===== src/rtl/dmem_arbiter_if.sv =====
// Request/response bundle for one DMEM requester port (CPU or debug/loader).
// The requester holds req until gnt; reads return on rvalid/rdata one cycle after gnt.
interface dmem_arbiter_if #(
    parameter int AW = 8
);
    logic          req;
    logic          we;
    logic [AW-1:0] addr;
    logic [31:0]   wdata;
    logic [3:0]    wstrb;
    logic          gnt;
    logic          rvalid;
    logic [31:0]   rdata;

    modport master (
        output req, we, addr, wdata, wstrb,
        input  gnt, rvalid, rdata
    );

    modport slave (
        input  req, we, addr, wdata, wstrb,
        output gnt, rvalid, rdata
    );
endinterface


===== src/rtl/dmem_arbiter.sv =====
// Fixed-priority CPU/debug arbiter for the single-port DMEM, with starvation bound and debug lock.
// Optional grant/stall counters are built when DMEM_ARB_STATS_EN is defined.
module dmem_arbiter #(
    parameter int AW       = 8,
    parameter int MAX_WAIT = 4
) (
    input  logic          clk,
    input  logic          reset,
    dmem_arbiter_if.slave cpu,
    dmem_arbiter_if.slave dbg,
    input  logic          dbg_lock,
    output logic          mem_en,
    output logic          mem_we,
    output logic [AW-1:0] mem_addr,
    output logic [31:0]   mem_wdata,
    output logic [3:0]    mem_wstrb,
    input  logic [31:0]   mem_rdata,
    output logic          cpu_stall
`ifdef DMEM_ARB_STATS_EN
    ,
    output logic [31:0]   stat_cpu_grants,
    output logic [31:0]   stat_dbg_grants,
    output logic [31:0]   stat_cpu_stall_cycles
`endif
);

    typedef enum logic {
        IDLE       = 1'b0,
        DBG_LOCKED = 1'b1
    } state_t;

    localparam logic       OWN_CPU    = 1'b0;
    localparam logic       OWN_DBG    = 1'b1;
    localparam logic [3:0] MAX_WAIT_C = 4'(MAX_WAIT);

    state_t      state_q, state_d;
    logic [3:0]  wait_cnt_q, wait_cnt_d;
    logic        rd_pend_q, rd_pend_d;
    logic        owner_q, owner_d;
    logic [31:0] cpu_rhold_q, cpu_rhold_d;
    logic [31:0] dbg_rhold_q, dbg_rhold_d;

    logic cpu_gnt;
    logic dbg_gnt;
    logic cpu_rvalid;
    logic dbg_rvalid;

    // A held lock overrides priority; once the lock drops, normal arbitration applies that cycle.
    always_comb begin
        cpu_gnt = 1'b0;
        dbg_gnt = 1'b0;
        if (state_q == DBG_LOCKED && dbg_lock) begin
            dbg_gnt = dbg.req;
        end else if (dbg.req && (!cpu.req || wait_cnt_q >= MAX_WAIT_C)) begin
            dbg_gnt = 1'b1;
        end else begin
            cpu_gnt = cpu.req;
        end
    end

    always_comb begin
        mem_en    = cpu_gnt | dbg_gnt;
        mem_we    = dbg_gnt ? dbg.we    : (cpu_gnt & cpu.we);
        mem_addr  = dbg_gnt ? dbg.addr  : cpu.addr;
        mem_wdata = dbg_gnt ? dbg.wdata : cpu.wdata;
        mem_wstrb = dbg_gnt ? dbg.wstrb : cpu.wstrb;
    end

    // Read data is not re-registered: it is steered from DMEM in the response cycle and held after.
    assign cpu_rvalid = rd_pend_q && (owner_q == OWN_CPU);
    assign dbg_rvalid = rd_pend_q && (owner_q == OWN_DBG);
    assign cpu_stall  = cpu.req && !cpu_gnt;

    assign cpu.gnt    = cpu_gnt;
    assign cpu.rvalid = cpu_rvalid;
    assign cpu.rdata  = cpu_rvalid ? mem_rdata : cpu_rhold_q;
    assign dbg.gnt    = dbg_gnt;
    assign dbg.rvalid = dbg_rvalid;
    assign dbg.rdata  = dbg_rvalid ? mem_rdata : dbg_rhold_q;

    always_comb begin
        state_d = state_q;
        case (state_q)
            IDLE:       if (dbg_gnt && dbg_lock) state_d = DBG_LOCKED;
            DBG_LOCKED: if (!dbg_lock)           state_d = IDLE;
            default:                             state_d = IDLE;
        endcase

        wait_cnt_d = wait_cnt_q;
        if (!dbg.req || dbg_gnt) begin
            wait_cnt_d = 4'd0;
        end else if (wait_cnt_q != 4'hF) begin
            wait_cnt_d = wait_cnt_q + 4'd1;
        end

        rd_pend_d = mem_en && !mem_we;
        owner_d   = owner_q;
        if (rd_pend_d) begin
            owner_d = dbg_gnt ? OWN_DBG : OWN_CPU;
        end

        cpu_rhold_d = cpu_rvalid ? mem_rdata : cpu_rhold_q;
        dbg_rhold_d = dbg_rvalid ? mem_rdata : dbg_rhold_q;
    end

    always_ff @(posedge clk or negedge reset) begin
        if (!reset) begin
            state_q     <= IDLE;
            wait_cnt_q  <= 4'd0;
            rd_pend_q   <= 1'b0;
            owner_q     <= OWN_CPU;
            cpu_rhold_q <= 32'd0;
            dbg_rhold_q <= 32'd0;
        end else begin
            state_q     <= state_d;
            wait_cnt_q  <= wait_cnt_d;
            rd_pend_q   <= rd_pend_d;
            owner_q     <= owner_d;
            cpu_rhold_q <= cpu_rhold_d;
            dbg_rhold_q <= dbg_rhold_d;
        end
    end

`ifdef DMEM_ARB_STATS_EN
    logic [2:0] stat_inc;
    assign stat_inc = {cpu_stall, dbg_gnt, cpu_gnt};

    for (genvar gi = 0; gi < 3; gi++) begin : g_stat
        logic [31:0] stat_q, stat_d;

        always_comb stat_d = stat_q + 32'(stat_inc[gi]);

        always_ff @(posedge clk or negedge reset) begin
            if (!reset) stat_q <= 32'd0;
            else        stat_q <= stat_d;
        end
    end

    assign stat_cpu_grants       = g_stat[0].stat_q;
    assign stat_dbg_grants       = g_stat[1].stat_q;
    assign stat_cpu_stall_cycles = g_stat[2].stat_q;
`endif

endmodule


===== src/flat_wrapper.sv =====
// flat-port wrapper written by rule: the top's interface ports become plain ports
module dmem_arbiter_flat 
#(
    parameter int AW       = 8,
    parameter int MAX_WAIT = 4
)
  (clk, reset, dbg_lock, mem_en, mem_we, mem_addr, mem_wdata, mem_wstrb, mem_rdata, cpu_stall, cpu_req, cpu_we, cpu_addr, cpu_wdata, cpu_wstrb, cpu_gnt, cpu_rvalid, cpu_rdata, dbg_req, dbg_we, dbg_addr, dbg_wdata, dbg_wstrb, dbg_gnt, dbg_rvalid, dbg_rdata);
  dmem_arbiter_if #(.AW(AW)) cpu_i ();
  dmem_arbiter_if #(.AW(AW)) dbg_i ();
  input  logic clk;
  input  logic reset;
  input  logic dbg_lock;
  output logic mem_en;
  output logic mem_we;
  output logic [AW-1:0] mem_addr;
  output logic [31:0] mem_wdata;
  output logic [3:0] mem_wstrb;
  input  logic [31:0] mem_rdata;
  output logic cpu_stall;
  input wire logic [$bits(cpu_i.req)-1:0] cpu_req;
  input wire logic [$bits(cpu_i.we)-1:0] cpu_we;
  input wire logic [$bits(cpu_i.addr)-1:0] cpu_addr;
  input wire logic [$bits(cpu_i.wdata)-1:0] cpu_wdata;
  input wire logic [$bits(cpu_i.wstrb)-1:0] cpu_wstrb;
  output wire logic [$bits(cpu_i.gnt)-1:0] cpu_gnt;
  output wire logic [$bits(cpu_i.rvalid)-1:0] cpu_rvalid;
  output wire logic [$bits(cpu_i.rdata)-1:0] cpu_rdata;
  input wire logic [$bits(dbg_i.req)-1:0] dbg_req;
  input wire logic [$bits(dbg_i.we)-1:0] dbg_we;
  input wire logic [$bits(dbg_i.addr)-1:0] dbg_addr;
  input wire logic [$bits(dbg_i.wdata)-1:0] dbg_wdata;
  input wire logic [$bits(dbg_i.wstrb)-1:0] dbg_wstrb;
  output wire logic [$bits(dbg_i.gnt)-1:0] dbg_gnt;
  output wire logic [$bits(dbg_i.rvalid)-1:0] dbg_rvalid;
  output wire logic [$bits(dbg_i.rdata)-1:0] dbg_rdata;
  assign cpu_i.req = cpu_req;
  assign cpu_i.we = cpu_we;
  assign cpu_i.addr = cpu_addr;
  assign cpu_i.wdata = cpu_wdata;
  assign cpu_i.wstrb = cpu_wstrb;
  assign cpu_gnt = cpu_i.gnt;
  assign cpu_rvalid = cpu_i.rvalid;
  assign cpu_rdata = cpu_i.rdata;
  assign dbg_i.req = dbg_req;
  assign dbg_i.we = dbg_we;
  assign dbg_i.addr = dbg_addr;
  assign dbg_i.wdata = dbg_wdata;
  assign dbg_i.wstrb = dbg_wstrb;
  assign dbg_gnt = dbg_i.gnt;
  assign dbg_rvalid = dbg_i.rvalid;
  assign dbg_rdata = dbg_i.rdata;
  dmem_arbiter #(.AW(AW), .MAX_WAIT(MAX_WAIT)) u_core (.clk(clk), .reset(reset), .cpu(cpu_i), .dbg(dbg_i), .dbg_lock(dbg_lock), .mem_en(mem_en), .mem_we(mem_we), .mem_addr(mem_addr), .mem_wdata(mem_wdata), .mem_wstrb(mem_wstrb), .mem_rdata(mem_rdata), .cpu_stall(cpu_stall));
endmodule

===== config.mk =====
export PLATFORM = sky130hd
export DESIGN_NAME = dmem_arbiter_flat
export DESIGN_NICKNAME = d
export VERILOG_FILES = /design/src/rtl/dmem_arbiter_if.sv /design/src/rtl/dmem_arbiter.sv /design/src/flat_wrapper.sv
export SDC_FILE = /design/constraint.sdc
export NUM_CORES = 1
export LEC_CHECK = 0
export BUFFER_PORTS_ARGS = -buffer_cell sky130_fd_sc_hd__buf_2
export CAP_MARGIN = 25
export CORE_MARGIN = 2
export CORE_UTILIZATION = 40
export DETAILED_ROUTE_END_ITERATION = 8
export GPL_TIMING_DRIVEN = 0
export PLACE_DENSITY = 0.89
export SLEW_MARGIN = 20
export SYNTH_ARGS = -nofsm -noshare
export SYNTH_HDL_FRONTEND = slang
export SYNTH_SLANG_ARGS = --single-unit
export TNS_END_PERCENT = 50

===== constraint.sdc =====
create_clock -name clk -period 2.1 [get_ports clk]
set_input_delay 0 -clock clk [delete_from_list [all_inputs] [get_ports clk]]
set_output_delay 0 -clock clk [all_outputs]
set_load 0.05 [all_outputs]

* Word-level counts from Yosys, hierarchy flattened
Cells that the tools add are included. W data, S select, Z words.
Word-level totals: register bits 71, latch bits 0, bits in writable memories 0, ROM bits 0, output and inout bits 115, memories kept 0
Operators by class: $add $sub $neg 1, $mul 0, divide/modulo/power cells 0, $lt $le $gt $ge 1, eq/ne operators 1, shifts and indexed selects 0, multiplexer cells 16, bitwise gates (word level) 4, reduce and logical (&&, ||, !) cells 14
Operators with widths (count):
- $mux W32 | 3
- $mux W4 | 3
- $mux W1 | 8
- $mux W8 | 1
- $logic_and A1 B1 Y1 | 7
- $add A4 B1 Y4 const B | 1
- $ge A4 B3 Y1 const B | 1
- $logic_not A1 Y1 | 4
- $ne A4 B4 Y1 const B | 1
- $logic_or A1 B1 Y1 | 2
- $not A1 Y1 | 2
- $pmux W1 S2 | 1
- $reduce_bool A2 Y1 | 1
- $and A1 B1 Y1 | 1
- $or A1 B1 Y1 | 1

* Longest topological paths before layout
word-level depth 9, mapped depth 6

* Worst setup path after synthesis
No wires, ideal clock.
path type reg2out, start point register u_core.wait_cnt_q[2], end point output mem_we, arrival time 1.776 ns, required time 2.100 ns, setup slack 0.324 ns, cell stages (with the launch flop) 7, cell sequence dfrtp_1 or3b_1 o21ai_2 buf_6 buf_6 inv_2 a22o_1
Between the ends: elaborated cells on any way between the ends 9
RTL lines:
- start: declaration | RTL line dmem_arbiter.sv:37 | logic [3:0] wait_cnt_q, wait_cnt_d;
- start signal: assignment | RTL line dmem_arbiter.sv:116 | wait_cnt_q <= wait_cnt_d;
- $ge A4 B3 Y1 | RTL line dmem_arbiter.sv:54 | end else if (dbg.req && (!cpu.req || wait_cnt_q >= MAX_WAIT_C)) begin
- $logic_or A1 B1 Y1 | RTL line dmem_arbiter.sv:54
- $logic_and A1 B1 Y1 | RTL line dmem_arbiter.sv:54
- $mux W1 | RTL line dmem_arbiter.sv:54
- $mux W1 | RTL line dmem_arbiter.sv:52 | if (state_q == DBG_LOCKED && dbg_lock) begin
- via dbg_gnt | RTL line flat_wrapper.sv:33 | output wire logic [$bits(dbg_i.gnt)-1:0] dbg_gnt;
- $mux W1 | RTL line dmem_arbiter.sv:63 | mem_we = dbg_gnt ? dbg.we : (cpu_gnt & cpu.we);
- end: declaration | RTL line flat_wrapper.sv:14 | output logic mem_we;
The timed path passes the listed nets, and every way through them passes these cells.

* Final worst setup path
start point register u_core.wait_cnt_q[2], end point output mem_wdata[19]
Between the ends: longest elaborated chain between the ends 6
RTL lines:
- $ge A4 B3 Y1 | RTL line dmem_arbiter.sv:54
- $logic_or A1 B1 Y1 | RTL line dmem_arbiter.sv:54
- $logic_and A1 B1 Y1 | RTL line dmem_arbiter.sv:54
- $mux W1 | RTL line dmem_arbiter.sv:54
- $mux W1 | RTL line dmem_arbiter.sv:52
- $mux W32 | RTL line dmem_arbiter.sv:65 | mem_wdata = dbg_gnt ? dbg.wdata : cpu.wdata;
- end: declaration | RTL line flat_wrapper.sv:16 | output logic [31:0] mem_wdata;
No other way between the ends.

==> flow_summary_export.csv <==
group,metric,value,unit
worst_hold_path,whs_path_depth,3,
global_route,grt_start_max_net_pins,42,
detailed_routing,routed-wl-met2,6.06,mm
yosys,syn_area,3260,um2
detailed_routing,ant_nets,0,
timing,drv_slew,0,
global_route,grt_overflow,0,
die,dieArea,8880,um2
yosys,synth.cells.most_frequent,"108 x mux2_2, 71 x dfrtp_1, 4 x buf_6",
critical_path,required,2100,ps
pwr,ir_drop,0.873,mV
global_route,grt_first_pass_wirelength,16.3,mm
critical_path,r2r_start,"u_core.wait_cnt_q[2]$_DFFE_PN0P_",
clock_network,clock-root-buffer,"clkbuf_8",
detailed_routing,vias,2945,
place,io_buffers,241,
place,postPlaceCellArea,4610,um2
worst_hold_path,hold_path.class,"in -> reg",
yosys,yosysTopAreaCell,"dfrtp_1",
yosys,synth.net_count,350,
detailed_routing,route.met3.wl,1.04,mm
clock_network,cts_buffers,9,
timing,fin_crit_sh,1.04,
outcome,run_status,"finished with violations",
run,cap_violations,0,
yosys,yosysTopAreaCellShare,0.546,
critical_path,path_delay_family,"buffers and inverters",
die,die_width,94.2,um
global_route,antenna_found_initial,0,
clock_network,h-tree-depth,3,
detailed_routing,top_layer,"met4",
place,dp_hpwl,8.10,mm
die,initial_core_util,0.417,
pwr,power,6.53,mW
critical_path,crit_path_start_kind,"register",
finish,syn_to_final_growth,68.8,%
detailed_routing,drt-total-wl,11.4,mm
critical_path,setup.worst_path.end_class,"output port",
finish,layout.nets,647,
finish,antennaDiodeCount,0,
detailed_routing,wl_per_cell,18.2,um
timing,period_needed,2180,ps
detailed_routing,viasPerCell,4.70,
die,die_y,94.2,um
critical_path,slowest_stage,"or3b_4",
clock_network,clockBufferDepth,2,
die,rows,32,
timing,finalClockSkew,9.70,ps
timing,rsz0062_at_grt,"yes",
critical_path,reg2reg_to,"u_core.state_q$_DFF_PN0_",
die,io_pins,242,
global_route,grt_pass1_vias,3202,
critical_path,cp_common_cell,"buf_6",
critical_path,cp.depth,6,
clock_network,clock-sinks,71,
pwr,p_leak,2.76,nW
critical_path,ff2ff_path_depth,4,
place,dp.cells,566,
finish,drive_gt1_frac,0.739,
detailed_routing,wl_met1,4.10,mm
worst_hold_path,hp-start,"cpu_req",
yosys,yosysMostFrequentCell,"mux2_2",
yosys,yosysSeqAreaShare,0.546,
timing,setup_ws,-76.1,ps
finish,stdcell_count,626,
pwr,power.density,1190,nW/um2
critical_path,worst-path-buf-inv,3,
yosys,synthArstFlopShare,1.00,
detailed_routing,first_iter_violations,61,
place,place.gp.congestion,0.767,
critical_path,path_cells,"or3b_4, o21ai_4, buf_6, buf_8, mux2_2, buf_6",
critical_path,crit_type,"reg -> out",
yosys,synth.distinct_cells,26,
detailed_routing,first_pass_iters,4,
timing,hold_viol,0,
timing,fmax,0.460,GHz
worst_hold_path,worstHoldEndpoint,"u_core.rd_pend_q$_DFF_PN0_",
yosys,ys_warn_count,0,
yosys,postSynthAreaPerCell,14.7,um2
global_route,track_usage,0.248,
critical_path,critPathMaxFanout,10,
yosys,synth.area.top_cells,"dfrtp_1 55%, mux2_2 37%, buf_6 1.4%",
yosys,synth_seq_cells,71,
timing,setup_violations,37,
clock_network,clk_pin_slew_worst_paths,80,ps
critical_path,ff2ff_setup_slack,410,ps
finish,final_util,0.704,
clock_network,clk_latency,340,ps
detailed_routing,drc,0,
yosys,synth_edf_count,0,
critical_path,cpPeakStageDelay,420,ps
critical_path,crit_arrival,2180,ps
die,core_area,7810,um2
clock_network,cts_tree,"done",
yosys,netlist_instances,222,
outcome,violations,"negative setup slack",
finish,postLayoutCellArea,5500,um2
yosys,synth_ff_type,"dfrtp_1",
## registers in the layout (all words and copies together), names as in the netlist
name                count
u_core.rd_pend_q        1
u_core.wait_cnt_q       4
u_core.cpu_rhold_q     32
u_core.dbg_rhold_q     32
u_core.state_q          1
u_core.owner_q          1
## power breakdown
part / switching (mW) / leakage [nW] / internal (mW)
registers: 0.121 / 0.839 / 1.80
logic: 2.56 / 1.83 / 1.03
clock network: 0.550 / 0.0914 / 0.479
total: 3.23 / 2.76 / 3.30
## layout make-up
type                       instances  area, um2
clock inverter                     6       52.6
multi-input combinational        135       1410
timing repair buffer             286       1860
sequential                        71       1780
fill                             547       2310
tap                              102        128
clock buffer                      10        138
buffer                            12        109
inverter                           4       15.0
## timing repair
item	4_1_cts	5_1_grt
setup buffers	5	1
endpoints found under the hold margin	141	0
hold buffers	38	0
resized for setup	81	6
cloned	0	0
pin swaps	1	1
setup endpoints to repair	84	74
## through the flow
stage / setup TNS [ps] / hold WS [ps] / worst slack [ps]
2_1_floorplan: 0 / -296 / 324
3_3_place_gp: 0 / 220 / 155
3_5_place_dp: 0 / -47.7 / 134
4_1_cts: -2350 / 16.4 / -89.7
5_1_grt: -5510 / 32.5 / -156
6_report: -1780 / 42.7 / -76.1
## tightest hold or removal path: cells and delay by family
kind                   cells  cell delay, ps
buffers and inverters      1             130
and+or+nand+nor            1             110
AOI/OAI and AO/OA          1              90
## kinds of logic (layout without fill, tap and decap cells)
kind of cell    count (synthesis)  in the layout  share of synthesized area
compound gates                  9              9                     0.0188
simple gates                   15             15                     0.0250
mux                           109            109                      0.377
buf+inv                        16            318                     0.0288
flops                          71             71                      0.546
fa+ha+maj                       1              1                    0.00384
other cells                     1              1                    0.00115
## layout by cell type, fill, tap and decap left out
cell             n
nand2_1          2
clkbuf_4         1
a21oi_1          1
buf_12           2
conb_1           1
dfrtp_1         71
a22o_1           1
o21ai_0          2
inv_6            2
clkbuf_8        10
buf_8            3
o211ai_1         2
or3b_4           1
buf_6           33
nand3_1          3
o21ai_4          1
nor2b_1          2
inv_2            1
inv_1            3
o22ai_1          1
inv_8            1
nor3b_1          1
ha_1             1
mux2i_1          1
and2_1           2
clkinv_4         1
nor2_1           3
buf_4            9
buf_2          211
clkinvlp_4       2
nand2b_1         1
dlygate4sd3_1   38
mux2_2         103
clkbuf_2         1
a21o_1           1
mux2_4           5
## worst max-delay path by stage
| stage | startpoint | to | slack [ps] |
|---|---|---|---|
| 2_1_floorplan | u_core.wait_cnt_q[2]$_DFFE_PN0P_ | mem_we | 320 |
| 3_3_place_gp | u_core.wait_cnt_q[2]$_DFFE_PN0P_ | mem_wdata[26] | 160 |
| 3_5_place_dp | u_core.wait_cnt_q[2]$_DFFE_PN0P_ | mem_wdata[26] | 130 |
| 4_1_cts | u_core.wait_cnt_q[2]$_DFFE_PN0P_ | mem_wdata[25] | -90 |
| 5_1_grt | u_core.wait_cnt_q[2]$_DFFE_PN0P_ | mem_wdata[7] | -160 |
| 6_report | u_core.wait_cnt_q[2]$_DFFE_PN0P_ | mem_wdata[19] | -80 |
## routing by layer
| metal | track usage | up-vias |
|---|---|---|
| met5 | 0 | - |
| met4 | 0.0894 | 0 |
| met3 | 0.104 | 16 |
| met2 | 0.437 | 134 |
| met1 | 0.264 | 1413 |
| li1 | - | 1382 |
No activity file was read; power rests on OpenSTA's default activity.
